<file path="src/rtl/chip8_ram_upload.sv">
// chip8_ram_upload
// Upload-side responder for the hps_io ioctl channel. Each upload read strobe
// is served from Chip-8 RAM, with ioctl offset 0 mapped to BASE_ADDR. This is
// the reverse of the ROM download path. Offsets past the loaded program span
// return PAD_BYTE without touching RAM. ioctl_wait holds hps_io off while the
// RAM port is arbitrated and read.
module chip8_ram_upload #(
  parameter int unsigned BASE_ADDR   = 512,
  parameter int unsigned RAM_SIZE    = 4096,
  parameter int unsigned RAM_LATENCY = 1,
  parameter logic [7:0]  PAD_BYTE    = 8'h00
) (
  input  logic        clk_sys,
  input  logic        reset_n,
  input  logic        ioctl_upload,
  input  logic        ioctl_rd,
  input  logic [24:0] ioctl_addr,
  output logic [7:0]  ioctl_din,
  output logic        ioctl_wait,
  output logic        mem_req,
  input  logic        mem_gnt,
  output logic [11:0] mem_addr,
  input  logic [7:0]  mem_data,
  output logic [12:0] bytes_sent,
  output logic        upload_done,
  output logic        overrun
);

  localparam logic [1:0]  ST_IDLE  = 2'd0;
  localparam logic [1:0]  ST_REQ   = 2'd1;
  localparam logic [1:0]  ST_DATA  = 2'd2;

  // Offsets below SPAN map into RAM; anything at or above SPAN is padding.
  localparam logic [24:0] SPAN     = 25'(RAM_SIZE - BASE_ADDR);
  localparam logic [11:0] BASE12   = 12'(BASE_ADDR);
  localparam logic [1:0]  LAT_LOAD = 2'(RAM_LATENCY - 1);
  localparam logic [12:0] SENT_MAX = 13'h1FFF;

  logic [1:0]  state_q,       state_d;
  logic [1:0]  lat_cnt_q,     lat_cnt_d;
  logic        mem_req_q,     mem_req_d;
  logic [11:0] mem_addr_q,    mem_addr_d;
  logic [7:0]  ioctl_din_q,   ioctl_din_d;
  logic [12:0] bytes_sent_q,  bytes_sent_d;
  logic        upload_done_q, upload_done_d;
  logic        overrun_q,     overrun_d;
  logic        upload_prev_q, upload_prev_d;

  logic        rd_accept_s;
  logic        in_range_s;
  logic        upload_rise_s;
  logic        upload_fall_s;
  logic        complete_s;

  // Request qualification and session edge detection.
  always_comb begin
    rd_accept_s   = ioctl_rd & ioctl_upload & (state_q == ST_IDLE);
    in_range_s    = (ioctl_addr < SPAN);
    upload_rise_s = ioctl_upload & ~upload_prev_q;
    upload_fall_s = ~ioctl_upload & upload_prev_q;
  end

  // Service FSM. It also computes the RAM port request, the returned byte and the session counters.
  always_comb begin
    state_d       = state_q;
    lat_cnt_d     = lat_cnt_q;
    mem_req_d     = mem_req_q;
    mem_addr_d    = mem_addr_q;
    ioctl_din_d   = ioctl_din_q;
    complete_s    = 1'b0;
    upload_prev_d = ioctl_upload;
    upload_done_d = upload_fall_s;

    case (state_q)
      ST_IDLE: begin
        if (rd_accept_s) begin
          if (in_range_s) begin
            // The 12-bit add cannot wrap for offsets inside the span.
            mem_addr_d = ioctl_addr[11:0] + BASE12;
            mem_req_d  = 1'b1;
            state_d    = ST_REQ;
          end else begin
            // Out-of-span reads finish in the strobe cycle with padding.
            ioctl_din_d = PAD_BYTE;
            complete_s  = 1'b1;
          end
        end else begin
          state_d = ST_IDLE;
        end
      end

      ST_REQ: begin
        if (!ioctl_upload) begin
          // The session ended; drop the request before it is granted.
          mem_req_d = 1'b0;
          state_d   = ST_IDLE;
        end else if (mem_req_q && mem_gnt) begin
          mem_req_d = 1'b0;
          lat_cnt_d = LAT_LOAD;
          state_d   = ST_DATA;
        end else begin
          state_d = ST_REQ;
        end
      end

      ST_DATA: begin
        if (!ioctl_upload) begin
          // Discard the in-flight byte; din and the byte count stay as they are.
          lat_cnt_d = 2'd0;
          state_d   = ST_IDLE;
        end else if (lat_cnt_q == 2'd0) begin
          ioctl_din_d = mem_data;
          complete_s  = 1'b1;
          state_d     = ST_IDLE;
        end else begin
          lat_cnt_d = lat_cnt_q - 2'd1;
        end
      end

      default: begin
        state_d   = ST_IDLE;
        mem_req_d = 1'b0;
        lat_cnt_d = 2'd0;
      end
    endcase

    // A new session restarts the count. The count saturates rather than wrapping.
    if (upload_rise_s) begin
      bytes_sent_d = 13'd0;
    end else begin
      bytes_sent_d = bytes_sent_q;
    end
    if (complete_s && (bytes_sent_d != SENT_MAX)) begin
      bytes_sent_d = bytes_sent_d + 13'd1;
    end else begin
      bytes_sent_d = bytes_sent_d;
    end

    // A strobe while busy is lost. The flag stays set until the next session.
    if (ioctl_rd && (state_q != ST_IDLE)) begin
      overrun_d = 1'b1;
    end else if (upload_rise_s) begin
      overrun_d = 1'b0;
    end else begin
      overrun_d = overrun_q;
    end
  end

  // State and output registers with asynchronous reset.
  always_ff @(posedge clk_sys or negedge reset_n) begin
    if (!reset_n) begin
      state_q       <= ST_IDLE;
      lat_cnt_q     <= 2'd0;
      mem_req_q     <= 1'b0;
      mem_addr_q    <= 12'd0;
      ioctl_din_q   <= 8'd0;
      bytes_sent_q  <= 13'd0;
      upload_done_q <= 1'b0;
      overrun_q     <= 1'b0;
      upload_prev_q <= 1'b0;
    end else begin
      state_q       <= state_d;
      lat_cnt_q     <= lat_cnt_d;
      mem_req_q     <= mem_req_d;
      mem_addr_q    <= mem_addr_d;
      ioctl_din_q   <= ioctl_din_d;
      bytes_sent_q  <= bytes_sent_d;
      upload_done_q <= upload_done_d;
      overrun_q     <= overrun_d;
      upload_prev_q <= upload_prev_d;
    end
  end

  // Wait is raised in the strobe cycle itself, so hps_io never misses the hold-off.
  always_comb begin
    ioctl_wait = (state_q != ST_IDLE) | rd_accept_s;
  end

  assign ioctl_din   = ioctl_din_q;
  assign mem_req     = mem_req_q;
  assign mem_addr    = mem_addr_q;
  assign bytes_sent  = bytes_sent_q;
  assign upload_done = upload_done_q;
  assign overrun     = overrun_q;

endmodule

</file>
<file path="config.mk">
export PLATFORM = sky130hd
export DESIGN_NAME = chip8_ram_upload
export DESIGN_NICKNAME = d
export VERILOG_FILES = /design/src/rtl/chip8_ram_upload.sv
export SDC_FILE = /design/constraint.sdc
export NUM_CORES = 1
export LEC_CHECK = 0
export ABC_AREA = 1
export BUFFER_PORTS_ARGS = -buffer_cell sky130_fd_sc_hd__buf_2
export CAP_MARGIN = 20
export CORE_MARGIN = 1
export CORE_UTILIZATION = 50
export CTS_BUF_LIST = sky130_fd_sc_hd__clkbuf_4 sky130_fd_sc_hd__clkbuf_8
export DETAILED_ROUTE_END_ITERATION = 10
export GPL_ROUTABILITY_DRIVEN = 0
export PLACE_DENSITY_LB_ADDON = 0.3
export SETUP_SLACK_MARGIN = 0.3
export SYNTH_ARGS = -nofsm -noshare
export SYNTH_HDL_FRONTEND = slang
export SYNTH_SLANG_ARGS = --single-unit
</file>
<file path="constraint.sdc">
create_clock -name clk_sys -period 4.7 [get_ports clk_sys]
set_input_delay 0.94 -clock clk_sys [delete_from_list [all_inputs] [get_ports clk_sys]]
set_output_delay 0.94 -clock clk_sys [all_outputs]
set_load 0.03 [all_outputs]
</file>
==> Flow_metrics.wiki <==
{| class="wikitable"
! Metric !! Value
|-
| Worst path slowest cell || sky130_fd_sc_hd__nand2_2
|-
| Post_cts resized || 0
|-
| DRC || 0
|-
| Post-CTS Hold Buffers || 0
|-
| Initial antenna violation count || 0
|-
| Wire length of the first global-routing pass || roughly 8 mm
|-
| Slack of the critical path || between 1.5 and 2 ns
|-
| Period utilisation layout || 0.5946
|-
| Final hold slack || 0.4694 ns
|-
| TritonCTS Buffers || 5
|-
| Reg2Reg Setup Slack || between 2 and 2.5 ns
|-
| Unrepaired setup endpoints after global routing || false
|-
| Worst Path Buf+Inv || 2
|-
| MaxCap Viol Count || 0
|-
| Cells on worst reg2reg path || 12
|-
| Via count || just over 2000
|-
| Via count of the first global-routing pass || about 1900
|-
| Routed WL per cell || approximately 12 um
|-
| Pwr dens || just under 300 mW/mm2
|-
| Timing-limited maximum frequency || about 360 MHz
|-
| Cell depth of the worst hold path || 2
|-
| Setup TNS || 0 ns
|-
| Pin count of the biggest net entering global routing || 42
|-
| Sort of element at the end of the critical path || register
|-
| Ys Warns || 0
|-
| Worst IR Drop VDD || between 200 and 250 uV
|-
| Final critical path time including I/O delays and setup || about 2.8 ns
|-
| Capturing point of the worst reg2reg path || bytes_sent[8]
|-
| Sequential-to-total area share from yosys stat || 0.4584
|-
| Clock Skews || ~0.0041 ns
|-
| Arrival time worst endpoint || between 3 and 4 ns
|-
| Nets || ~400
|-
| HPWL after DPL || roughly 3.5 mm
|-
| Y dimension of the die || between 60 and 70 um
|-
| Effective utilization at floorplan || 0.5402
|-
| Final count of negative-setup-slack endpoints || 0
|-
| Cell type with the highest occurrence count on the critical path || sky130_fd_sc_hd__nand2_1
|-
| Clock-pin slew reported for the worst setup and hold paths after clock tree synthesis || 0.08 ns
|-
| GRT Total Usage || 0.2338
|-
| Ordered list of cells on the worst path || buf_2, nand2_2, inv_2, nor2_1, ha_1, nand2_1, nand3b_1, nor2_4, nand4_4, nand2_4, nand2_1, nand2_1
|-
| Area of the mapped netlist || roughly 0.0022 mm2
|-
| H-tree depth reported by CTS || 2
|-
| Synthesized net count || 327
|-
| GRT Residual Overflow || 0
|-
| Antenna diode instance count || 0
|-
| Horiz. Die Dim || 68.91 um
|-
| Area growth, synth to finish || 20.23%
|-
| Post-synthesis average cell area || 7.827 um2
|-
| Count of pins over their slew limit || 0
|-
| Die area || roughly 0.0047 mm2
|-
| Type of the most critical hold path || reg -> reg
|-
| Number of hold violations in the final report || 0
|-
| Worst relative slew slack || 0.4201
|-
| Required time worst endpoint || around 5 ns
|-
| Number of optimization iterations in the first detailed-route pass || 4
|-
| Number of library cell types mapped by synthesis || 28
|-
| Critical setup path kind || in -> reg
|-
| Setup fix buffers added after clock tree synthesis || 0
|-
| Pin slew with the least headroom to its limit || approximately 0.87 ns
|-
| Core ar. || 0.004144 mm2
|-
| Critical path fanouts, max || 21
|-
| Area occupied by multi-input gates || between 0.001 and 0.0015 mm2
|-
| Later-pin clock latency in the skew report || approximately 0.30 ns
|-
| Hold worst-path end || mem_addr[5]
|-
| Commonest non-fill, non-tap cell in the layout || sky130_fd_sc_hd__nand2_1
|-
| Total of fill cells in the finished design || 360
|-
| Startpoint Class || input pin
|-
| Post-detailed-routing wire length || 4.783 mm
|-
| CTS sink count || 41
|-
| Gate family responsible for the most delay along the worst path || simple AND/OR/NAND/NOR gates
|-
| Post-synthesis sequential element count || 41
|-
| FF/Latch Area || between 0.001 and 0.0015 mm2
|-
| Post-detailed-route count of antenna-violating nets || 0
|-
| Highest cell delay on the worst timing path || around 0.35 ns
|-
| Hold path startpoint || mem_addr[5]
|-
| Fraction of final layout cells with drive strength greater than 1 || 0.3075
|-
| Clock tree buffer depth || 2
|-
| Number of design-rule violations left by the first detailed-router iteration || 97
|-
| CTS root buffer || sky130_fd_sc_hd__clkbuf_8
|-
| # rows || 23
|-
| Worst r2r src || upload_prev_q
|-
| Most used cells in the layout excluding fill and tap cells || 110 x sky130_fd_sc_hd__nand2_1, 74 x sky130_fd_sc_hd__buf_2, 41 x sky130_fd_sc_hd__dfrtp_1
|-
| Clock tree from TritonCTS || done
|-
| Post-placement worst setup slack || roughly 1.6 ns
|-
| Number of top-level design ports || 75
|-
| Leakage power figure || 1.586 nW
|-
| Number of standard cells after synthesis || 286
|-
| PortBufs || 74
|-
| Status || finished, final reports clean
|-
| Routed via count divided by cell count || approximately 5
|}
[cells in the mapped netlist]
cell	instances	area, um2
sky130_fd_sc_hd__nand4_1	3	18.77
sky130_fd_sc_hd__a21boi_2	1	11.26
sky130_fd_sc_hd__ha_1	3	37.54
sky130_fd_sc_hd__nand2_1	110	412.9
sky130_fd_sc_hd__xor2_1	2	17.52
sky130_fd_sc_hd__nor2_4	2	22.52
sky130_fd_sc_hd__nand3_4	1	17.52
sky130_fd_sc_hd__buf_12	1	20.02
sky130_fd_sc_hd__nand3_2	2	20.02
sky130_fd_sc_hd__nand3_1	24	120.1
sky130_fd_sc_hd__nor2_2	3	18.77
sky130_fd_sc_hd__nand2_4	2	22.52
sky130_fd_sc_hd__clkbuf_1	1	3.750
sky130_fd_sc_hd__buf_6	2	22.52
sky130_fd_sc_hd__nand3b_1	3	22.52
sky130_fd_sc_hd__nor3_4	1	16.27
sky130_fd_sc_hd__dfrtp_1	41	1026
sky130_fd_sc_hd__nor2_1	24	90.09
sky130_fd_sc_hd__inv_1	22	82.58
sky130_fd_sc_hd__nand2_2	12	75.07
sky130_fd_sc_hd__nand4_4	1	21.27
sky130_fd_sc_hd__o21ai_0	9	45.04
sky130_fd_sc_hd__o31ai_1	1	7.510
sky130_fd_sc_hd__buf_2	1	5.000
sky130_fd_sc_hd__inv_2	4	15.01
sky130_fd_sc_hd__buf_4	2	15.01
sky130_fd_sc_hd__xnor2_1	3	26.28
sky130_fd_sc_hd__a21oi_1	5	25.02
[power by group]
part | internal, W | total (W) | switching [W]
registers | 0.000379 | 0.000395 | 0.0000163
logic | 0.0000582 | 0.000180 | 0.000122
clock network | 0.000102 | 0.000227 | 0.000124
[state kept, by name, summed over array words and instances (netlist names)]
signal and flops:
overrun 1, mem_req 1, upload_done 1, upload_prev_q 1
ioctl_din 8, bytes_sent 13, mem_addr 12, state_q 2
lat_cnt_q 2
[tightest hold or removal path, stage by stage (launching register included)]
cell                      delay [ns]
sky130_fd_sc_hd__dfrtp_1        0.34
sky130_fd_sc_hd__nand2_1        0.05
sky130_fd_sc_hd__nand2_1        0.05
[per-stage QoR]
stage            util  total power [W]  std cells  area, um2
2_1_floorplan       -        0.0005250        286       2238
5_1_grt        0.6495        0.0008451        411       2691
3_3_place_gp   0.6286        0.0005755        403       2605
6_report       0.6495        0.0008023        411       2691
3_5_place_dp   0.6286        0.0005839        403       2605
4_1_cts        0.6495        0.0008095        411       2691
[metal layers]
metal	share of wire	GRT usage	up-vias
li1	-	-	1044
met1	0.44	0.2696	927
met2	0.49	0.4223	51
met3	0.049	0.05263	7
met4	0.013	0.07908	0
met5	0	0	-
[area by class of cell]
type                    instances  area share
inverters                      26     0.03626
clock inverters                 3    0.006509
multi-input cells             212      0.3896
flip-flops and latches         41      0.3812
repair buffers                 74      0.1376
clock buffers                   5     0.02557
well taps                      50     0.02325
[worst max path at each step]
stage                     cells past startpoint  slack [ns]          from            end
after floorplan                               2        2.01  ioctl_upload     ioctl_wait
after global placement                       12        1.72  ioctl_upload  bytes_sent[7]
after detailed placement                     12        1.64  ioctl_upload  bytes_sent[8]
after CTS                                    12        1.94  ioctl_upload  bytes_sent[8]
after global routing                         12        1.70  ioctl_upload  bytes_sent[8]
final                                        12        1.91  ioctl_upload  bytes_sent[8]
[cells by family (layout without fill, tap and decap cells)]
group,count (synthesis),count (layout),share of synthesized area
AOI/OAI and AO/OA,16,16,0.03968
xor gates and xnor gates,5,5,0.01957
adders and majority gates,3,3,0.01677
buffers and inverters,33,108,0.07322
DFF,41,41,0.4584
and+or+nand+nor,188,188,0.3924
Power figures use the tool's default switching activity.
